$ cat config.mk
export PLATFORM = sky130hd
export DESIGN_NAME = debounce_multi
export DESIGN_NICKNAME = d
export VERILOG_FILES = /design/src/rtl/debounce_multi.sv
export SDC_FILE = /design/constraint.sdc
export NUM_CORES = 1
export LEC_CHECK = 0
export ABC_AREA = 1
export BUFFER_PORTS_ARGS = -buffer_cell sky130_fd_sc_hd__buf_2
export CAP_MARGIN = 20
export CORE_MARGIN = 4
export CORE_UTILIZATION = 25
export CTS_CLUSTER_SIZE = 20
export DETAILED_ROUTE_END_ITERATION = 10
export PLACE_DENSITY = 0.43
export SYNTH_ARGS = -nofsm -noshare
export SYNTH_HDL_FRONTEND = slang
export SYNTH_SLANG_ARGS = --single-unit
$ cat constraint.sdc
create_clock -name clk -period 2.95 [get_ports clk]
set_clock_uncertainty 0.15 [all_clocks]
set_input_delay 0.295 -clock clk [delete_from_list [all_inputs] [get_ports clk]]
set_output_delay 0.295 -clock clk [all_outputs]
set_load 0.05 [all_outputs]
$ cat src/rtl/debounce_multi.sv
// Multi-channel key debouncer: 2-flop synchroniser, stable-count filter, press/release pulses, sticky events, irq.
// Long-press detection (shared prescaler + per-channel hold counters) is built only when DEBOUNCE_LONG_PRESS_EN is defined.
module debounce_multi #(
  parameter int    WIDTH         = 2,
  parameter string POLARITY      = "LOW",
  parameter int    TIMEOUT       = 50000,
  parameter int    TIMEOUT_WIDTH = 16,
  parameter int    LONG_TICKS    = 500,
  parameter int    LONG_WIDTH    = 10
) (
  input  logic             clk,
  input  logic             reset,
  input  logic [WIDTH-1:0] data_in,
  input  logic [WIDTH-1:0] event_clr,
  output logic [WIDTH-1:0] data_out,
  output logic [WIDTH-1:0] rise_pulse,
  output logic [WIDTH-1:0] fall_pulse,
  output logic [WIDTH-1:0] long_pulse,
  output logic [WIDTH-1:0] events,
  output logic             irq
);

  localparam bit                       ACTIVE_LOW = (POLARITY != "HIGH");
  localparam logic [WIDTH-1:0]         SYNC_IDLE  = ACTIVE_LOW ? {WIDTH{1'b1}} : {WIDTH{1'b0}};
  localparam logic [TIMEOUT_WIDTH-1:0] CNT_LAST   = TIMEOUT_WIDTH'(TIMEOUT - 1);

  if (WIDTH < 1 || WIDTH > 32 || TIMEOUT < 2 || TIMEOUT_WIDTH < 1 ||
      LONG_TICKS < 1 || LONG_WIDTH < 1) begin : g_param_err
    $error("debounce_multi: illegal parameter value");
  end

  logic [WIDTH-1:0]         r_sync1;
  logic [WIDTH-1:0]         r_sync2;
  logic [WIDTH-1:0]         r_data;
  logic [WIDTH-1:0]         r_rise;
  logic [WIDTH-1:0]         r_fall;
  logic [WIDTH-1:0]         r_events;
  logic [TIMEOUT_WIDTH-1:0] r_cnt [WIDTH];
  logic [WIDTH-1:0]         w_norm;
  logic [WIDTH-1:0]         w_toggle;

  assign w_norm = ACTIVE_LOW ? ~r_sync2 : r_sync2;

  // A channel flips once its input has disagreed with the debounced state for TIMEOUT consecutive cycles.
  always_comb begin
    w_toggle = '0;
    for (int i = 0; i < WIDTH; i++) begin
      w_toggle[i] = (w_norm[i] != r_data[i]) && (r_cnt[i] == CNT_LAST);
    end
  end

  always_ff @(posedge clk or posedge reset) begin
    if (reset) begin
      r_sync1  <= SYNC_IDLE;
      r_sync2  <= SYNC_IDLE;
      r_data   <= '0;
      r_rise   <= '0;
      r_fall   <= '0;
      r_events <= '0;
      for (int i = 0; i < WIDTH; i++) begin
        r_cnt[i] <= '0;
      end
    end else begin
      r_sync1 <= data_in;
      r_sync2 <= r_sync1;
      for (int i = 0; i < WIDTH; i++) begin
        if (w_norm[i] != r_data[i] && !w_toggle[i]) begin
          r_cnt[i] <= r_cnt[i] + TIMEOUT_WIDTH'(1);
        end else begin
          r_cnt[i] <= '0;
        end
      end
      r_data   <= r_data ^ w_toggle;
      r_rise   <= w_toggle & ~r_data;
      r_fall   <= w_toggle & r_data;
      // A press landing in the same cycle as a clear must survive.
      r_events <= (r_events & ~event_clr) | r_rise;
    end
  end

`ifdef DEBOUNCE_LONG_PRESS_EN
  localparam logic [LONG_WIDTH-1:0] LONG_MAX = LONG_WIDTH'(LONG_TICKS);
  localparam logic [LONG_WIDTH-1:0] LONG_PRE = LONG_WIDTH'(LONG_TICKS - 1);

  logic [TIMEOUT_WIDTH-1:0] r_presc;
  logic [LONG_WIDTH-1:0]    r_lcnt [WIDTH];
  logic [WIDTH-1:0]         r_long;
  logic                     w_tick;

  assign w_tick = (r_presc == CNT_LAST);

  always_ff @(posedge clk or posedge reset) begin
    if (reset) begin
      r_presc <= '0;
      r_long  <= '0;
      for (int i = 0; i < WIDTH; i++) begin
        r_lcnt[i] <= '0;
      end
    end else begin
      r_presc <= w_tick ? '0 : r_presc + TIMEOUT_WIDTH'(1);
      for (int i = 0; i < WIDTH; i++) begin
        r_long[i] <= 1'b0;
        if (!r_data[i]) begin
          r_lcnt[i] <= '0;
        end else if (w_tick && r_lcnt[i] != LONG_MAX) begin
          r_lcnt[i] <= r_lcnt[i] + LONG_WIDTH'(1);
          r_long[i] <= (r_lcnt[i] == LONG_PRE);
        end
      end
    end
  end

  assign long_pulse = r_long;
`else
  assign long_pulse = '0;
`endif

  assign data_out   = r_data;
  assign rise_pulse = r_rise;
  assign fall_pulse = r_fall;
  assign events     = r_events;
  assign irq        = |r_events;

endmodule

# Word level (Yosys, flattened, before mapping)

Cells that the tools add are included.

Add/sub/neg operators: 2
Multipliers: 0
Divide/modulo/power cells: 0
$lt $le $gt $ge: 0
Equality and inequality tests: 4
Shift-type cells: 0
Muxes and demuxes: 2
Bitwise gates (word level): 8
Reductions and logical operators: 7

Operators with widths:

| kind                                                             | number |
|---|---|
| 16-bit by 1-bit adder with 16-bit output (second input constant) | 2 |
| 16-bit equality test (second input constant)                     | 2 |
| 16-bit two-way mux                                               | 2 |
| 2-bit AND                                                        | 3 |
| 2-bit NOT                                                        | 3 |
| 1-bit logical AND                                                | 4 |
| 1-bit logical NOT                                                | 2 |
| 1-bit != test                                                    | 2 |
| 2-bit OR                                                         | 1 |
| 2-bit OR reduction                                               | 1 |
| 2-bit bitwise XOR                                                | 1 |

Bits in registers: 44
Bits in latches: 0
RAM bits: 0
Memory bits (read-only): 0
Bits of input ports: 6
Memories: 0

# Longest topological paths before layout

Word-level depth: 6
Depth in mapped cells: 8
Mapped depth without buffers: 8

# Least setup slack after synthesis

OpenSTA, ideal clock, no wires.

Kind: reg-to-output
Start: reg r_events[1] (netlist: events[1])
End: out irq
Arrival time: 1,072 ps
Data required time: 2,505 ps
Path slack: 1,433 ps
Stages on the path, launching flop included: 3
Buffers on the path: 0
Path through: dfrtp_1 > inv_1 > nand2_1

Cells in the longest elaborated chain, start to end: 1

RTL lines:

| what                   | line | text |
|---|---|---|
| start, declared        | 37   | `logic [WIDTH-1:0] r_events;` |
| start signal, assigned | 77   | `r_events <= (r_events & ~event_clr) \| r_rise;` |
| 2-bit OR reduction     | 122  | `assign irq = \|r_events;` |
| end, declared          | 20   | `output logic irq` |

Every way passes these cells.

# Worst setup path after layout

Start: reg r_cnt[0] in the netlist's numbering
End: reg r_data[1] (netlist: data_out[1])

Cells in the longest elaborated chain, start to end: 3

RTL lines:

| what                            | line | text |
|---|---|---|
| start, declared                 | 38   | `logic [TIMEOUT_WIDTH-1:0] r_cnt [WIDTH];` |
| start signal, assigned by index | 68   | `r_cnt[i] <= r_cnt[i] + TIMEOUT_WIDTH'(1);` |
| 16-bit equality test            | 48   | `w_toggle[i] = (w_norm[i] != r_data[i]) && (r_cnt[i] == CNT_LAST);` |
| 1-bit logical AND               | 48   |  |
| 2-bit bitwise XOR               | 73   | `r_data <= r_data ^ w_toggle;` |
| end signal, assigned            | 73   |  |
| end, declared                   | 34   | `logic [WIDTH-1:0] r_data;` |

Every way passes these cells.

==> results by group <==
Status
  • Outcome: complete, no violations

Global routing
  • Aggregate global routing overflow: 0
  • Antenna violations before repair: 0
  • All-Layer GR Usage: 0.08488
  • Vias in the first global route: approximately 1500
  • Pin count of the biggest net entering global routing: 45
  • Global-route wire length before repair: about 7000 µm

Placed design
  • Worst setup slack after placement: around 1300 ps
  • Final weighted congestion in routability-driven placement: roughly 0.75
  • Port-buffer cells: 14
  • HPWL after DPL: between 2000 and 3000 µm

Timing
  • Relative slew slack: 0.3751
  • RSZ-0062 raised after global routing: false
  • Total Neg Setup Slack: 0 ps
  • Final Critical Period: 1660 ps
  • Final Hold Violating Endpoints: 0
  • Total setup violations reported at the end of the flow: 0
  • Final worst-path setup slack: about 1300 ps
  • Transition time of the tightest slew-check pin: roughly 940 ps
  • Number of max-slew violations in the final report: 0
  • Max frequency: 0.6024 GHz
  • Final worst path period share: 0.5627

Routing
  • Post-Route WL: between 4000 and 5000 µm
  • DRT antenna net count: 0
  • Detailed-route via count: 1608
  • DR pass1 iterations: 4
  • Via-per-instance ratio: roughly 4.1
  • Routed wire length per instance: between 10 and 15 µm
  • DRC: 0
  • Number of design-rule violations left by the first detailed-router iteration: 53

Worst setup path
  • Slowest cell on crit path: dfrtp_1
  • Startpoint type of the worst setup path: flip-flop
  • Total buffers and inverters traversed by the critical path: 1
  • Start of the worst register-to-register path: r_cnt[0]$_DFF_PP0_
  • Data arrival time of the worst path: around 1800 ps
  • Crit path kind: flip-flop to flip-flop
  • Worst EP required: between 3000 and 4000 ps
  • Worst Reg-to-Reg Cells: 7
  • Peak per-stage delay on the critical path: between 400 and 500 ps
  • Critical Path Sink Type: flip-flop
  • Worst-path maximum fanout: 5
  • Crit path cell chain: ha_1 -> nand3_4 -> nor2_2 -> nand2_2 -> nor2_1 -> ha_1 -> inv_1
  • Top Family by Delay on Critical Path: simple AND/OR/NAND/NOR gates
  • Launch point of the critical path: r_cnt[0]$_DFF_PP0_
  • Stages on the worst setup path: 7
  • Most frequent cell on the critical path: ha_1

Clocking
  • Maximum buffer depth of the clock tree: 2
  • Clock tree from TritonCTS: built
  • Later-pin clock latency in the skew report: approximately 290 ps
  • Clock edge transition at the registers on the reported setup and hold paths: roughly 90 ps
  • CTS root buffer: clkbuf_8
  • H-tree depth: 2
  • Inserted Clock Buffers: 5
  • Setup Fix Bufs, Post-CTS: 0
  • Clock Sinks: between 40 and 50

Yosys
  • Mean instance size in the synthesized netlist: approximately 8.4 µm²
  • Part of the Yosys area used for sequential elements: 0.4925
  • Number of distinct library cells after synthesis: 25
  • Most common flop cell mapped by yosys: dfrtp_1
  • Number of enable flip-flop cells after synthesis: 0
  • Synth async-reset ratio: 1.000
  • Synthesized netlist cell count: between 200 and 300
  • Yosys Warn Count: 0
  • Cell area after synthesis: 0.002246 mm²
  • Synthesis-stage register bit count: 44

Cells and area
  • Number of nets in the layout: ~300
  • Proportion of layout cells with a drive suffix above 1: 0.1528
  • Layout Area Growth over Synthesis: 12.76%
  • Most frequent cells in the layout: 56 x nor2_1, 55 x nand2_1, 40 x dfrtp_1
  • Most common cell after layout, fill and taps aside: nor2_1
  • Ant. Diodes: 0

Pwr
  • Leakage: between 1 and 1.5 nW
  • Total power density per cell area: around 410 mW/mm²
  • Worst supply voltage drop on vdd: about 160 µV

Die
  • Boundary Pins: 17
  • Starting utilization of the core area: 0.2575
  • Num rows: 34
  • Die outline area: roughly 0.011 mm²
  • Vertical die dimension: 102.8 µm
  • Floorplan die width: 102.8 µm
  • Total core area: approximately 0.0087 mm²

Min path
  • Number of cells on the worst hold path: 2
  • Source of the worst hold timing path: event_clr[0]
  • Tightest Hold Check Type: input port to flip-flop

Job
  • Total of max-cap violations: 0
cells by family after synthesis:
kind of cell               share of synthesized area
xor gates and xnor gates                     0.06239
DFF                                           0.4925
buffers and inverters                        0.07687
and+or+nand+nor                               0.3075
other                                       0.001670
AOI/OAI and AO/OA                            0.02562
adders and majority gates                    0.03343
synth_stat cells, types with 2 or more instances:
master	n	area, µm²
buf_4	2	15.01
o21bai_1	5	37.54
dfstp_2	4	105.1
o21ai_1	3	15.01
inv_1	33	123.9
nand4_1	10	62.56
xor2_1	11	96.34
nor2_1	56	210.2
ha_1	6	75.07
nor2_4	3	33.78
dfrtp_1	40	1001
nor2_2	4	25.02
xnor2_1	5	43.79
nand2_2	6	37.54
nand2_4	2	22.52
nand3_1	13	65.06
nand2_1	55	206.5
state kept, by name, summed over array words and instances (netlist names):
signal and cells:
data_out 2, events 2, fall_pulse 2, r_cnt 32, r_sync1 2, r_sync2 2
rise_pulse 2
layout make-up:
cell class | count | area, µm²
Clock inverter | 2 | 16.27
Tap cell | 108 | 135.1
Fill cell | 937 | 6188
Inverter | 35 | 131.4
Sequential cell | 44 | 1106
Timing Repair Buffer | 17 | 100.1
Multi-Input combinational cell | 184 | 970.9
Clock buffer | 6 | 72.57
metal layers:
| metal | vias up | GRT usage | routed length, µm |
|---|---|---|---|
| met1 | 728 | 0.1227 | 2181 |
| met4 | 0 | 0.02689 | 53 |
| met5 | - | 0 | 0 |
| met3 | 4 | 0.02233 | 139 |
| met2 | 27 | 0.1236 | 1796 |
| li1 | 849 | - | - |
worst register-to-register path, delay by kind of cell, from the launching register on:
kind	cells	cell delay [ps]
buffers and inverters	1	50
adders and majority gates	2	500
and+or+nand+nor	4	510
DFF	1	410
per-stage QoR:
step | cell area (µm²) | power [mW] | hold slack [ps] | utilization | std cells
final | 2532 | 1.050 | 23.88 | 0.2904 | 396
after CTS | 2522 | 1.077 | 4.463 | 0.2892 | 395
after floorplan | 2250 | 0.6727 | 149.5 | - | 267
after detailed placement | 2414 | 0.6809 | 199.1 | 0.2768 | 385
after global routing | 2532 | 1.113 | 12.51 | 0.2904 | 396
after global placement | 2414 | 0.6813 | 197.2 | 0.2768 | 385
path summary, 6_finish.rpt:
check | end | slack, ps
max | data_out[1]$_DFF_PP0_ | 1290
min reg2reg | r_sync2[1]$_DFF_PP1_ | 210
max in group asynchronous | r_cnt[2]$_DFF_PP0_ | 2020
min | events[0]$_DFF_PP0_ | 20
max reg2reg | data_out[1]$_DFF_PP0_ | 1290
min in group asynchronous | events[1]$_DFF_PP0_ | 60
where the power goes:
group | total [mW] | internal, mW | switching, mW | leakage (nW)
combinational | 0.0479 | 0.0140 | 0.0339 | 0.484
sequential | 0.623 | 0.614 | 0.00832 | 0.596
clock | 0.380 | 0.169 | 0.211 | 0.0414
timing repair:
action,in CTS,in global routing
endpoints found under the hold margin,2,1
hold buffers,2,1
resized for setup,0,0
No activity file was read; power rests on OpenSTA's default activity.
